`config.mk`:
```
export PLATFORM = sky130hd
export DESIGN_NAME = execute_stage
export DESIGN_NICKNAME = d
export VERILOG_FILES = /design/src/rtl/execute_stage.sv
export SDC_FILE = /design/constraint.sdc
export NUM_CORES = 1
export LEC_CHECK = 0
export ABC_AREA = 1
export BUFFER_PORTS_ARGS = -buffer_cell sky130_fd_sc_hd__clkbuf_2
export CAP_MARGIN = 20
export CORE_MARGIN = 8
export CORE_UTILIZATION = 50
export CTS_CLUSTER_SIZE = 25
export DETAILED_ROUTE_END_ITERATION = 6
export PLACE_DENSITY_LB_ADDON = 0.08
export SYNTH_ARGS = -nofsm -noshare
export SYNTH_HDL_FRONTEND = slang
export SYNTH_SLANG_ARGS = --single-unit
```
`constraint.sdc`:
```
create_clock -name clk_i -period 3.5 [get_ports clk_i]
set_clock_uncertainty 0.15 [all_clocks]
set_input_delay 0.175 -clock clk_i [delete_from_list [all_inputs] [get_ports clk_i]]
set_output_delay 0.175 -clock clk_i [all_outputs]
set_load 0.1 [all_outputs]
```
`src/rtl/execute_stage.sv`:
```
// Execute / write-back stage in front of the 8x8 register file with its CB bit.
// Single-cycle ALU ops, an iterative shift-add multiply, a registered
// write-back stage, and forwarding of that stage back into the operands.
module execute_stage #(
  parameter int DATA_W = 8,
  parameter int ADDR_W = 3
) (
  input  logic              clk_i,
  input  logic              reset_i,
  input  logic              valid_i,
  output logic              ready_o,
  input  logic [3:0]        op_i,
  input  logic              cond_i,
  input  logic [ADDR_W-1:0] dst_addr_i,
  input  logic [ADDR_W-1:0] rs_addr_i,
  input  logic [ADDR_W-1:0] rt_addr_i,
  input  logic [DATA_W-1:0] imm_i,
  output logic [ADDR_W-1:0] rs_addr_o,
  output logic [ADDR_W-1:0] rt_addr_o,
  input  logic [DATA_W-1:0] rs_data_i,
  input  logic [DATA_W-1:0] rt_data_i,
  input  logic              cb_data_i,
  output logic              write_o,
  output logic [ADDR_W-1:0] write_addr_o,
  output logic [DATA_W-1:0] write_data_o,
  output logic              write_CB_o,
  output logic              cb_data_o
);

  localparam int CNT_W = $clog2(DATA_W);

  typedef enum logic [3:0] {
    OP_NOP = 4'h0, OP_ADD = 4'h1, OP_SUB = 4'h2, OP_AND = 4'h3,
    OP_OR  = 4'h4, OP_XOR = 4'h5, OP_SHL = 4'h6, OP_SHR = 4'h7,
    OP_MOV = 4'h8, OP_LDI = 4'h9, OP_SEQ = 4'hA, OP_SLT = 4'hB,
    OP_MUL = 4'hC
  } op_e;

  typedef enum logic {S_IDLE, S_BUSY} state_e;

  state_e state_q, state_d;

  logic [DATA_W-1:0] rs_eff, rt_eff;
  logic              cb_eff, accept, exec;
  logic [DATA_W-1:0] alu_res;
  logic              alu_wr, alu_cbw, alu_cbv, start_mul;

  logic [DATA_W-1:0] mcand_q, mplier_q, acc_q;
  logic [CNT_W-1:0]  cnt_q;
  logic [ADDR_W-1:0] mdst_q;
  logic [DATA_W-1:0] step_term, acc_next;
  logic              mul_done;

  // Read addresses go straight through to the file's combinational ports.
  assign rs_addr_o = rs_addr_i;
  assign rt_addr_o = rt_addr_i;

  // The write-back stage holds a result the file has not committed yet.
  assign rs_eff = (write_o && write_addr_o == rs_addr_i) ? write_data_o : rs_data_i;
  assign rt_eff = (write_o && write_addr_o == rt_addr_i) ? write_data_o : rt_data_i;
  assign cb_eff = write_CB_o ? cb_data_o : cb_data_i;

  // A predicated instruction whose CB is clear is accepted but has no effect.
  assign accept = valid_i && ready_o;
  assign exec   = accept && !(cond_i && !cb_eff);

  // One shift-add step: add the multiplicand shifted by the current bit index.
  assign step_term = mplier_q[cnt_q] ? (mcand_q << cnt_q) : '0;
  assign acc_next  = acc_q + step_term;
  assign mul_done  = (state_q == S_BUSY) && (cnt_q == CNT_W'(DATA_W - 1));

  // Decode the opcode and compute the single-cycle result.
  always_comb begin
    // NOTE: every output of a combinational block gets a default first, so no path leaves it unassigned and infers a latch.
    alu_res   = '0;
    alu_wr    = 1'b0;
    alu_cbw   = 1'b0;
    alu_cbv   = 1'b0;
    start_mul = 1'b0;
    case (op_i)
      OP_ADD: begin alu_res = rs_eff + rt_eff;         alu_wr = 1'b1; end
      OP_SUB: begin alu_res = rs_eff - rt_eff;         alu_wr = 1'b1; end
      OP_AND: begin alu_res = rs_eff & rt_eff;         alu_wr = 1'b1; end
      OP_OR:  begin alu_res = rs_eff | rt_eff;         alu_wr = 1'b1; end
      OP_XOR: begin alu_res = rs_eff ^ rt_eff;         alu_wr = 1'b1; end
      OP_SHL: begin alu_res = rs_eff << rt_eff[2:0];   alu_wr = 1'b1; end
      OP_SHR: begin alu_res = rs_eff >> rt_eff[2:0];   alu_wr = 1'b1; end
      OP_MOV: begin alu_res = rs_eff;                  alu_wr = 1'b1; end
      OP_LDI: begin alu_res = imm_i;                   alu_wr = 1'b1; end
      OP_SEQ: begin alu_cbv = (rs_eff == rt_eff);      alu_cbw = 1'b1; end
      OP_SLT: begin alu_cbv = (rs_eff < rt_eff);       alu_cbw = 1'b1; end
      OP_MUL: start_mul = 1'b1;
      default: ;
    endcase
  end

  // FSM state register.
  always_ff @(posedge clk_i or negedge reset_i) begin
    if (!reset_i) state_q <= S_IDLE;
    else          state_q <= state_d;
  end

  // FSM next state: a live MUL enters BUSY, the last step returns to IDLE.
  always_comb begin
    state_d = state_q;
    case (state_q)
      S_IDLE: if (exec && start_mul) state_d = S_BUSY;
      S_BUSY: if (mul_done)          state_d = S_IDLE;
      default: state_d = S_IDLE;
    endcase
  end

  // FSM outputs: new instructions are taken only while idle.
  always_comb begin
    ready_o = (state_q == S_IDLE);
  end

  // Multiplier operands, partial product and step counter.
  always_ff @(posedge clk_i or negedge reset_i) begin
    if (!reset_i) begin
      mcand_q  <= '0;
      mplier_q <= '0;
      acc_q    <= '0;
      cnt_q    <= '0;
      mdst_q   <= '0;
    end else if (state_q == S_IDLE) begin
      if (exec && start_mul) begin
        mcand_q  <= rs_eff;
        mplier_q <= rt_eff;
        acc_q    <= '0;
        cnt_q    <= '0;
        mdst_q   <= dst_addr_i;
      end
    end else begin
      acc_q <= acc_next;
      cnt_q <= cnt_q + 1'b1;
    end
  end

  // Write-back stage: enables pulse for one cycle per writing instruction.
  always_ff @(posedge clk_i or negedge reset_i) begin
    if (!reset_i) begin
      write_o      <= 1'b0;
      write_addr_o <= '0;
      write_data_o <= '0;
      write_CB_o   <= 1'b0;
      cb_data_o    <= 1'b0;
    end else begin
      // NOTE: non-blocking defaults followed by conditional overrides; the last assignment wins and every read sees the pre-edge value.
      write_o    <= 1'b0;
      write_CB_o <= 1'b0;
      if (mul_done) begin
        write_o      <= 1'b1;
        write_addr_o <= mdst_q;
        write_data_o <= acc_next;
      end else if (exec && alu_wr) begin
        write_o      <= 1'b1;
        write_addr_o <= dst_addr_i;
        write_data_o <= alu_res;
      end else if (exec && alu_cbw) begin
        write_CB_o <= 1'b1;
        cb_data_o  <= alu_cbv;
      end
    end
  end

endmodule
```
==> run_results.csv <==
group,metric,value,unit
power,power_density,703.9,nW/um2
finish,fin_area,5238,um2
clock_tree,cts_root_buf,"clkbuf_8",
finish,fin_nets,878,
clock_tree,insertion_delay,0.30,ns
run,drv_cap,0,
hold_path,hold_path.class,"input pin to register",
timing,tightest_slew,0.8007,ns
hold_path,hold_start,"op_i[1]",
worst_setup_path,worstReg2RegStart,"write_addr_o[2]",
route,drtIter0Drc,522,
yosys,synth_ff_type,"dfrtp_1",
hold_path,whs_path_depth,3,
finish,layout_common_cells,"nand2_1, inv_1, nand3_1",
worst_setup_path,regToRegSetupSlack,0.22,ns
timing,finalCriticalPeriod,3.277,ns
route,drc,0,
clock_tree,htreeDepth,2,
floorplanning,die_y,112.2,um
placed_design,dp.cells,899,
yosys,ys_seq_area_share,24.34,%
global_routing,track_usage,25.23,%
clock_tree,clock_path_buffers,2,
placed_design,portBuffers,62,
finish,num_antenna_cells,0,
floorplanning,rows,35,
placed_design,gpl.final_weighted_congestion,0.9607,
hold_path,min_to,"write_CB_o",
floorplanning,pin_count,63,
floorplanning,dieWidth,112.2,um
worst_setup_path,critical_path_class,"register to register",
floorplanning,initial_utilization,50.80,%
floorplanning,dieArea,12590,um2
yosys,syn_inst,732,
route,viasPerCell,5.584,
global_routing,grt_max_degree,26,
worst_setup_path,crit_required,3.55,ns
yosys,syn_nets,808,
finish,final_common_cell,"nand2_1",
worst_setup_path,critPathArrivalTime,3.33,ns
finish,layout-drive-gt1-share,16.19,%
finish,syn_to_final_growth,13.20,%
timing,hold_viol_final,0,
yosys,synth-edff-count,0,
worst_setup_path,cp_num_buf_inv,1,
worst_setup_path,slowest_stage,"fa_1",
worst_setup_path,r2r_cells,16,
global_routing,grt.overflow.total,0,
worst_setup_path,path_max_fanout,10,
yosys,syn_area,4627,um2
timing,setup_viol,0,
finish,stdcell_count,914,
clock_tree,cts_tree,"built",
timing,maxClockFrequency,305.2,MHz
yosys,synth-seq-cells,45,
yosys,synth.distinct_cells,44,
placed_design,hpwl,12880,um
floorplanning,core,9109,um2
yosys,async_flop_share,100.0,%
clock_tree,path_clk_slew,0.09,ns
worst_setup_path,crit_path_start_kind,"register",
worst_setup_path,worst_r2r_endpoint,"write_data_o[4]",
placed_design,dpl_cell_area,5070,um2
timing,maxSlewHeadroom,46.42,%
route,drt-pass1-iter-count,5,
timing,worst_slack,0.2231,ns
worst_setup_path,end_kind,"register",
route,wl_per_cell,17.21,um
timing,final.setup.tns,0,ns
power,vdd_drop_max,0.2814,mV
global_routing,grt_pass1_wl,25650,um
route,dr_total_vias,5104,
route,postRouteAntennaNets,0,
yosys,syn_area_per_cell,6.321,um2
yosys,synth_warnings,0,
global_routing,grt_pass1_vias,5009,
worst_setup_path,path_cells,"nand2_1, nand2_1, nor2_8, nand2_4, o21ai_4, inv_1, ha_1, fa_1, a31oi_1, nand2_1, nand3_1, nand3_1, nor2_1, nand3_1, a21oi_1, nor2_1",
power,power,3686,uW
power,p_leak,0.002909,uW
timing,rsz0062_at_grt,"false",
timing,finalCritPeriodShare,93.63,%
worst_setup_path,cpPeakStageDelay,0.45,ns
timing,maxSlewViolCount,0,
worst_setup_path,cp_top_family,"simple AND/OR/NAND/NOR gates",
placed_design,preCtsSetupSlack,0.02368,ns
global_routing,antenna_found_initial,0,
clock_tree,cts_made_buffers,5,
clock_tree,cts_sinks,45,
route,drt-total-wl,15730,um
run_status,status,"finished clean",
-- synthesized netlist by cell type, types with 2 or more instances --
cell / n / area (um2)
a21o_1: 2 / 15.01
o22ai_1: 4 / 25.02
nand2_1: 218 / 818.3
nor2_8: 2 / 40.04
o211ai_1: 5 / 37.54
nor2_4: 5 / 56.30
o21ai_2: 3 / 26.28
nor2_1: 56 / 210.2
buf_6: 3 / 33.78
fa_1: 3 / 60.06
o21ai_0: 66 / 330.3
nand2_2: 6 / 37.54
or2_2: 3 / 18.77
inv_1: 98 / 367.9
nand3_1: 74 / 370.4
clkbuf_1: 6 / 22.52
a21oi_1: 34 / 170.2
a211oi_1: 2 / 15.01
xor2_1: 2 / 17.52
inv_2: 7 / 26.28
nor3_1: 4 / 20.02
o21ai_1: 4 / 20.02
dfrtp_1: 45 / 1126
a31oi_1: 4 / 25.02
nand2_4: 5 / 56.30
buf_4: 7 / 52.55
nand3b_1: 2 / 15.01
nand4_1: 7 / 43.79
buf_2: 7 / 35.03
ha_1: 31 / 387.9
xnor2_1: 4 / 35.03
-- what timing repair did --
action | 4_1_cts | 5_1_grt
hold buffers | 4 | 0
hold endpoints to repair | 25 | 0
gates resized for setup | 0 | 6
setup endpoints to repair | 0 | 5
buffers inserted | 0 | 3
-- worst reg2reg max path, cell delays in order (launching register included) --
cell,delay [ns]
dfrtp_2,0.44
nand2_1,0.08
nand2_1,0.13
nor2_8,0.19
nand2_4,0.12
o21ai_4,0.24
inv_1,0.11
ha_1,0.27
fa_1,0.45
a31oi_1,0.20
nand2_1,0.07
nand3_1,0.10
nand3_1,0.07
nor2_1,0.19
nand3_1,0.15
a21oi_1,0.15
nor2_1,0.05
-- layer usage --
layer	vias up	global-route usage (%)	wire length, um
met5	-	0	0
met4	0	13.49	684
met3	44	3.489	890
met2	189	41.91	7462
met1	2361	31.07	6689
li1	2510	-	-
-- how the worst max path moves through the flow --
stage                     from         endpoint  cells past startpoint
2_1_floorplan          write_o  write_data_o[5]                     17
3_3_place_gp   write_addr_o[0]  write_data_o[4]                     17
3_5_place_dp   write_addr_o[0]  write_data_o[4]                     16
4_1_cts        write_addr_o[0]  write_data_o[4]                     16
5_1_grt        write_addr_o[0]  write_data_o[4]                     16
6_report       write_addr_o[2]  write_data_o[4]                     16
-- final cells by class --
cell class                 instances  area [um2]
clock buffer                       6       72.57
clock inverter                     2       10.01
fill                             948        3871
inverter                         106       397.9
multi-input combinational        558        2988
sequential                        45        1130
tap                              111       138.9
timing repair buffer              86       500.5
-- logic make-up (layout without fill, tap and decap cells) --
| group | after synthesis | count (layout) | synth area share, % |
|---|---|---|---|
| compound gates | 132 | 132 | 16.06 |
| buf+inv | 129 | 200 | 11.71 |
| flops | 45 | 45 | 24.34 |
| fa+ha+maj | 34 | 34 | 9.681 |
| simple gates | 386 | 386 | 37.07 |
| xor+xnor | 6 | 6 | 1.136 |
-- power breakdown --
group | switching, uW | internal (uW)
clock network | 183 | 139
logic | 1760 | 658
registers | 201 | 743
total | 2150 | 1540
-- sequential cells by signal, indices dropped and copies added, names as in the netlist, 3 cells and up --
register	count
acc_q	8
mcand_q	8
write_addr_o	3
cnt_q	3
mplier_q	8
mdst_q	3
write_data_o	8
-- per-stage QoR --
step / hold slack [ns] / utilization (%)
after floorplan: -0.2706 / -
after global placement: 0.02265 / 55.66
after detailed placement: 0.03424 / 55.66
after CTS: 0.01221 / 57.01
after global routing: 0.02976 / 57.50
final: 0.02158 / 57.50
No activity file was read; power rests on OpenSTA's default activity.
